$ cat config.mk
export PLATFORM = sky130hd
export DESIGN_NAME = split_resume_arbiter
export DESIGN_NICKNAME = d
export VERILOG_FILES = /design/src/rtl/split_resume_arbiter.sv
export SDC_FILE = /design/constraint.sdc
export NUM_CORES = 1
export LEC_CHECK = 0
export BUFFER_PORTS_ARGS = -buffer_cell sky130_fd_sc_hd__buf_2
export CAP_MARGIN = 20
export CORE_MARGIN = 3
export CORE_UTILIZATION = 56
export DETAILED_ROUTE_END_ITERATION = 12
export PLACE_DENSITY_LB_ADDON = 0.1
export SYNTH_ARGS = -nofsm -noshare
export SYNTH_HDL_FRONTEND = slang
export SYNTH_SLANG_ARGS = --single-unit
$ cat constraint.sdc
create_clock -name clk -period 3.22 [get_ports clk]
set_input_delay 0 -clock clk [delete_from_list [all_inputs] [get_ports clk]]
set_output_delay 0 -clock clk [all_outputs]
set_load 0.02 [all_outputs]
$ cat src/rtl/split_resume_arbiter.sv
// Split-transaction resume scheduler: records the owning master of each outstanding split
// and grants resume requests round-robin, one at a time, while the bus is free.
module split_resume_arbiter #(
    parameter int unsigned N_TGT   = 3,
    parameter int unsigned MID_W   = 2,
    parameter int unsigned TIMEOUT = 16
) (
    input  logic                                  clk,
    input  logic                                  rst_n,
    input  logic [N_TGT-1:0]                      split_ack,
    input  logic [MID_W-1:0]                      master_id,
    input  logic [N_TGT-1:0]                      split_req,
    input  logic [N_TGT-1:0]                      tgt_ack,
    input  logic                                  bus_busy,
    output logic [N_TGT-1:0]                      split_grant,
    output logic                                  resume_active,
    output logic [((N_TGT > 1) ? $clog2(N_TGT) : 1)-1:0] resume_tgt,
    output logic [MID_W-1:0]                      resume_master,
    output logic                                  resume_done,
    output logic                                  timeout_err,
    output logic                                  dup_split_err
);

    localparam int unsigned TGT_W = (N_TGT > 1) ? $clog2(N_TGT) : 1;
    localparam int unsigned CNT_W = $clog2(TIMEOUT + 1);

    typedef enum logic [1:0] {
        S_IDLE,
        S_GRANT,
        S_WAIT_DATA
    } state_t;

    state_t             state_q, state_d;
    logic [CNT_W-1:0]   cnt_q, cnt_d;
    logic [TGT_W-1:0]   rr_ptr_q, rr_ptr_d;
    logic [TGT_W-1:0]   tgt_q, tgt_d;
    logic [MID_W-1:0]   master_q, master_d;
    logic [N_TGT-1:0]   grant_q, grant_d;
    logic               active_q, active_d;
    logic               done_q, done_d;
    logic               tout_q, tout_d;
    logic               dup_q, dup_d;
    logic [N_TGT-1:0]   pend_valid_q, pend_valid_d;
    logic [MID_W-1:0]   pend_mid_q [N_TGT];
    logic [MID_W-1:0]   pend_mid_d [N_TGT];

    logic [N_TGT-1:0]   elig;
    logic [N_TGT-1:0]   clr;
    logic [TGT_W:0]     sum;
    logic [TGT_W-1:0]   cand;
    logic [TGT_W-1:0]   pick;
    logic               found;

    assign elig = split_req & pend_valid_q;

    // Round-robin search starting at rr_ptr, wrapping N_TGT-1 -> 0
    always_comb begin
        sum   = '0;
        cand  = '0;
        pick  = '0;
        found = 1'b0;
        for (int unsigned k = 0; k < N_TGT; k++) begin
            sum = {1'b0, rr_ptr_q} + (TGT_W+1)'(k);
            if (sum >= (TGT_W+1)'(N_TGT)) begin
                sum = sum - (TGT_W+1)'(N_TGT);
            end
            cand = sum[TGT_W-1:0];
            if (!found && elig[cand]) begin
                found = 1'b1;
                pick  = cand;
            end
        end
    end

    always_comb begin
        state_d      = state_q;
        cnt_d        = cnt_q;
        rr_ptr_d     = rr_ptr_q;
        tgt_d        = tgt_q;
        master_d     = master_q;
        grant_d      = '0;
        active_d     = active_q;
        done_d       = 1'b0;
        tout_d       = 1'b0;
        dup_d        = 1'b0;
        clr          = '0;
        pend_valid_d = pend_valid_q;
        pend_mid_d   = pend_mid_q;

        unique case (state_q)
            S_IDLE: begin
                if (found && !bus_busy) begin
                    state_d  = S_GRANT;
                    grant_d  = N_TGT'(1) << pick;
                    active_d = 1'b1;
                    tgt_d    = pick;
                    master_d = pend_mid_q[pick];
                end
            end
            S_GRANT: begin
                cnt_d    = CNT_W'(TIMEOUT - 1);
                rr_ptr_d = (tgt_q == TGT_W'(N_TGT - 1)) ? '0 : tgt_q + 1'b1;
                if (tgt_ack[tgt_q]) begin
                    done_d      = 1'b1;
                    active_d    = 1'b0;
                    clr[tgt_q]  = 1'b1;
                    state_d     = S_IDLE;
                end else begin
                    state_d = S_WAIT_DATA;
                end
            end
            S_WAIT_DATA: begin
                if (tgt_ack[tgt_q]) begin
                    done_d     = 1'b1;
                    active_d   = 1'b0;
                    clr[tgt_q] = 1'b1;
                    state_d    = S_IDLE;
                end else if (cnt_q == '0) begin
                    tout_d     = 1'b1;
                    active_d   = 1'b0;
                    clr[tgt_q] = 1'b1;
                    state_d    = S_IDLE;
                end else begin
                    cnt_d = cnt_q - 1'b1;
                end
            end
            default: begin
                state_d  = S_IDLE;
                active_d = 1'b0;
            end
        endcase

        // A new split in the same cycle as its slot is released wins and is not a duplicate
        for (int unsigned i = 0; i < N_TGT; i++) begin
            if (clr[i]) begin
                pend_valid_d[i] = 1'b0;
            end
            if (split_ack[i]) begin
                if (pend_valid_q[i] && !clr[i]) begin
                    dup_d = 1'b1;
                end
                pend_valid_d[i] = 1'b1;
                pend_mid_d[i]   = master_id;
            end
        end
    end

    always_ff @(posedge clk or negedge rst_n) begin
        if (!rst_n) begin
            state_q      <= S_IDLE;
            cnt_q        <= '0;
            rr_ptr_q     <= '0;
            tgt_q        <= '0;
            master_q     <= '0;
            grant_q      <= '0;
            active_q     <= 1'b0;
            done_q       <= 1'b0;
            tout_q       <= 1'b0;
            dup_q        <= 1'b0;
            pend_valid_q <= '0;
            pend_mid_q   <= '{default: '0};
        end else begin
            state_q      <= state_d;
            cnt_q        <= cnt_d;
            rr_ptr_q     <= rr_ptr_d;
            tgt_q        <= tgt_d;
            master_q     <= master_d;
            grant_q      <= grant_d;
            active_q     <= active_d;
            done_q       <= done_d;
            tout_q       <= tout_d;
            dup_q        <= dup_d;
            pend_valid_q <= pend_valid_d;
            pend_mid_q   <= pend_mid_d;
        end
    end

    assign split_grant   = grant_q;
    assign resume_active = active_q;
    assign resume_tgt    = tgt_q;
    assign resume_master = master_q;
    assign resume_done   = done_q;
    assign timeout_err   = tout_q;
    assign dup_split_err = dup_q;

endmodule

==> flow_summary.json <==
{
  "die_h_um": 58.23,
  "ir_worst_vdd_mv": 0.5855,
  "drc": 0,
  "worstPathArrival_ns": 2.32,
  "rr_worst_depth": 7,
  "drtPass1Iterations": 4,
  "die_area_um2": 3391,
  "critPathCaptureType": "flip-flop",
  "setup_viol": 0,
  "worst_r2r_endpoint": "dup_split_err",
  "dpl_cell_area_um2": 1658,
  "h-tree-depth": 2,
  "fmax_ghz": 0.4729,
  "wl_per_cell_um": 14.69,
  "diodes": 0,
  "track_usage_pct": 21.51,
  "clock_latency_ns": 0.34,
  "final_common_cell": "dfrtp_1",
  "drt_iter0_drc": 40,
  "slew_violations": 0,
  "outcome": "finished clean",
  "power.leakage_nw": 0.8489,
  "crit_path_max_incr_delay_ns": 0.49,
  "path_delay_family": "simple AND/OR/NAND/NOR gates",
  "clk_path_buf_depth": 2,
  "layout_common_cells": "dfrtp_1, buf_2, nand2_1",
  "worst_pin_slew_ns": 0.6246,
  "start_util_pct": 60.03,
  "yosysWarnings": 0,
  "rsz0062_at_grt": "no",
  "dp_hpwl_mm": 2.218,
  "yosysTopAreaCell": "dfrtp_1",
  "core_area_um2": 2545,
  "cts_root_buf": "clkbuf_4",
  "overflow": 0,
  "min_to": "resume_active",
  "grt_pass1_wl_mm": 5.340,
  "tns_ns": 0,
  "crit_path_max_fanout": 5,
  "yosys-top-cells-area": "dfrtp_1, ha_1, mux2_2",
  "critPathRequiredTime_ns": 3.42,
  "vias": 1215,
  "mappedNetlistArea_um2": 1528,
  "grt_start_max_net_pins": 30,
  "first_global_vias": 1244,
  "maxCapViolCount": 0,
  "powerDensity_nw_per_um2": 726.7,
  "holdPathStages": 4,
  "yosysSeqAreaShare_pct": 47.50,
  "die_w_um": 58.23,
  "hold_start": "bus_busy",
  "synth_edf_count": 0,
  "fillCellCount": 191,
  "crit_buf_inv": 1,
  "port_buffers": 24,
  "syn_nets": 167,
  "rrSetupSlack_ns": 1.11,
  "period_minus_slack_ns": 2.115,
  "startpoint": "cnt_q[0]",
  "wl_mm": 3.099,
  "crit_chain": "inv_1 > ha_1 > or4b_1 > o211ai_2 > a21oi_1 > nor4b_1 > o221ai_1",
  "drive_gt1_share_pct": 24.86,
  "synth_cells": 146,
  "final_cell_area_um2": 1789,
  "antenna_found_initial": 0,
  "max_slew_margin_pct": 58.36,
  "avgViaCountPerCell": 5.758,
  "hold_viol": 0,
  "fin_nets": 201,
  "avgSynthCellArea_um2": 10.46,
  "fin_worst_skew_ns": 0.008220,
  "synth_top_flop_cell": "dfrtp_1",
  "gp_congestion": 0.9491,
  "worst_setup_path_start_kind": "flip-flop",
  "cts_tree": "built",
  "ios": 25,
  "ys_types": 43,
  "cts.sinks": 29,
  "synth_seq_cells": 29,
  "cts-buffers-inserted": 5,
  "period_share_pct": 65.67,
  "ant_nets": 0,
  "crit_slowest_cell": "or4b_1",
  "area_delta_synth_final_pct": 17.12,
  "clk_pin_slew_ns": 0.09,
  "synthArstFlopShare_pct": 100.0,
  "std_cell_rows": 18,
  "holdCritPathClass": "in -> reg",
  "critPathKind": "reg -> reg",
  "r2r_start": "cnt_q[0]",
  "synth_top_cell_area_share_pct": 47.50
}
area by class of cell:
type | count | area [µm²] | share of cell area (%)
clock buffer | 6 | 41.29 | 2.308
timing repair buffer | 32 | 200.2 | 11.19
multi-input combinational | 102 | 737.0 | 41.19
tap | 30 | 37.54 | 2.098
sequential | 29 | 725.7 | 40.56
clock inverter | 2 | 10.01 | 0.5594
inverter | 10 | 37.54 | 2.098
cell families after synthesis:
group,count (synthesis),share of synthesized area (%)
and+or+nand+nor,47,16.55
AOI/OAI and AO/OA,36,17.53
DFF,29,47.50
buffers and inverters,15,4.259
muxes,11,7.698
adders and majority gates,8,6.470
through the flow:
stage	worst slack (ns)	instances	power [W]	utilization, %	hold slack, ns
after floorplan	1.318	146	0.0009482	-	-0.2956
after global placement	1.210	195	0.001063	65.14	0.04323
after detailed placement	1.101	195	0.001086	65.14	0.05678
after CTS	1.094	211	0.001302	70.30	0.08699
after global routing	0.9795	211	0.001408	70.30	0.09565
final	1.105	211	0.001300	70.30	0.08868
synthesized netlist by cell type, types with 3 or more instances:
cell and count:
mux2i_1 5, nand2_1 16, a21oi_1 6, clkbuf_1 3, nor3b_1 4, nor2b_1 3
nor3_1 4, nor2_1 7, dfrtp_1 29, ha_1 7, inv_1 10, mux2_2 6
o21ai_0 6, o221ai_1 4
tightest hold or removal path: stages:
cell and delay, ns:
buf_2 0.09, a2111o_1 0.12, nor3b_1 0.06, a2bb2oi_1 0.12
routing by layer:
metal / routed length (µm) / GRT usage, % / up-vias
met3: 186 / 7.572 / 8
met4: 53 / 8.609 / 0
met5: 0 / 0 / -
met1: 1361 / 25.76 / 581
li1: - / - / 597
met2: 1497 / 35.32 / 29
what timing repair did:
item	CTS	global route
hold endpoints to repair	38	0
setup buffers	0	0
resized for setup	0	0
hold buffers	8	0
flip-flops by register name (all words and copies together) (netlist names), 2 cells and up:
signal and count:
cnt_q 5, pend_mid_q 6, pend_valid_q 3, resume_master 2, resume_tgt 2, rr_ptr_q 2, split_grant 3, state_q 2
report_power, final:
part	switching (W)	internal, W	total, W
Sequential	0.0000624	0.000445	0.000507
Combinational	0.000341	0.000242	0.000583
Clock	0.000127	0.0000828	0.000210
Total	0.000531	0.000770	0.00130
worst max path at each step:
stage | endpoint | slack (ns) | cells after the start
2_1_floorplan | resume_master[0] | 1.32 | 7
3_3_place_gp | dup_split_err | 1.21 | 7
3_5_place_dp | dup_split_err | 1.10 | 7
4_1_cts | dup_split_err | 1.09 | 7
5_1_grt | dup_split_err | 0.98 | 7
6_report | dup_split_err | 1.11 | 7
Power figures use the tool's default switching activity.
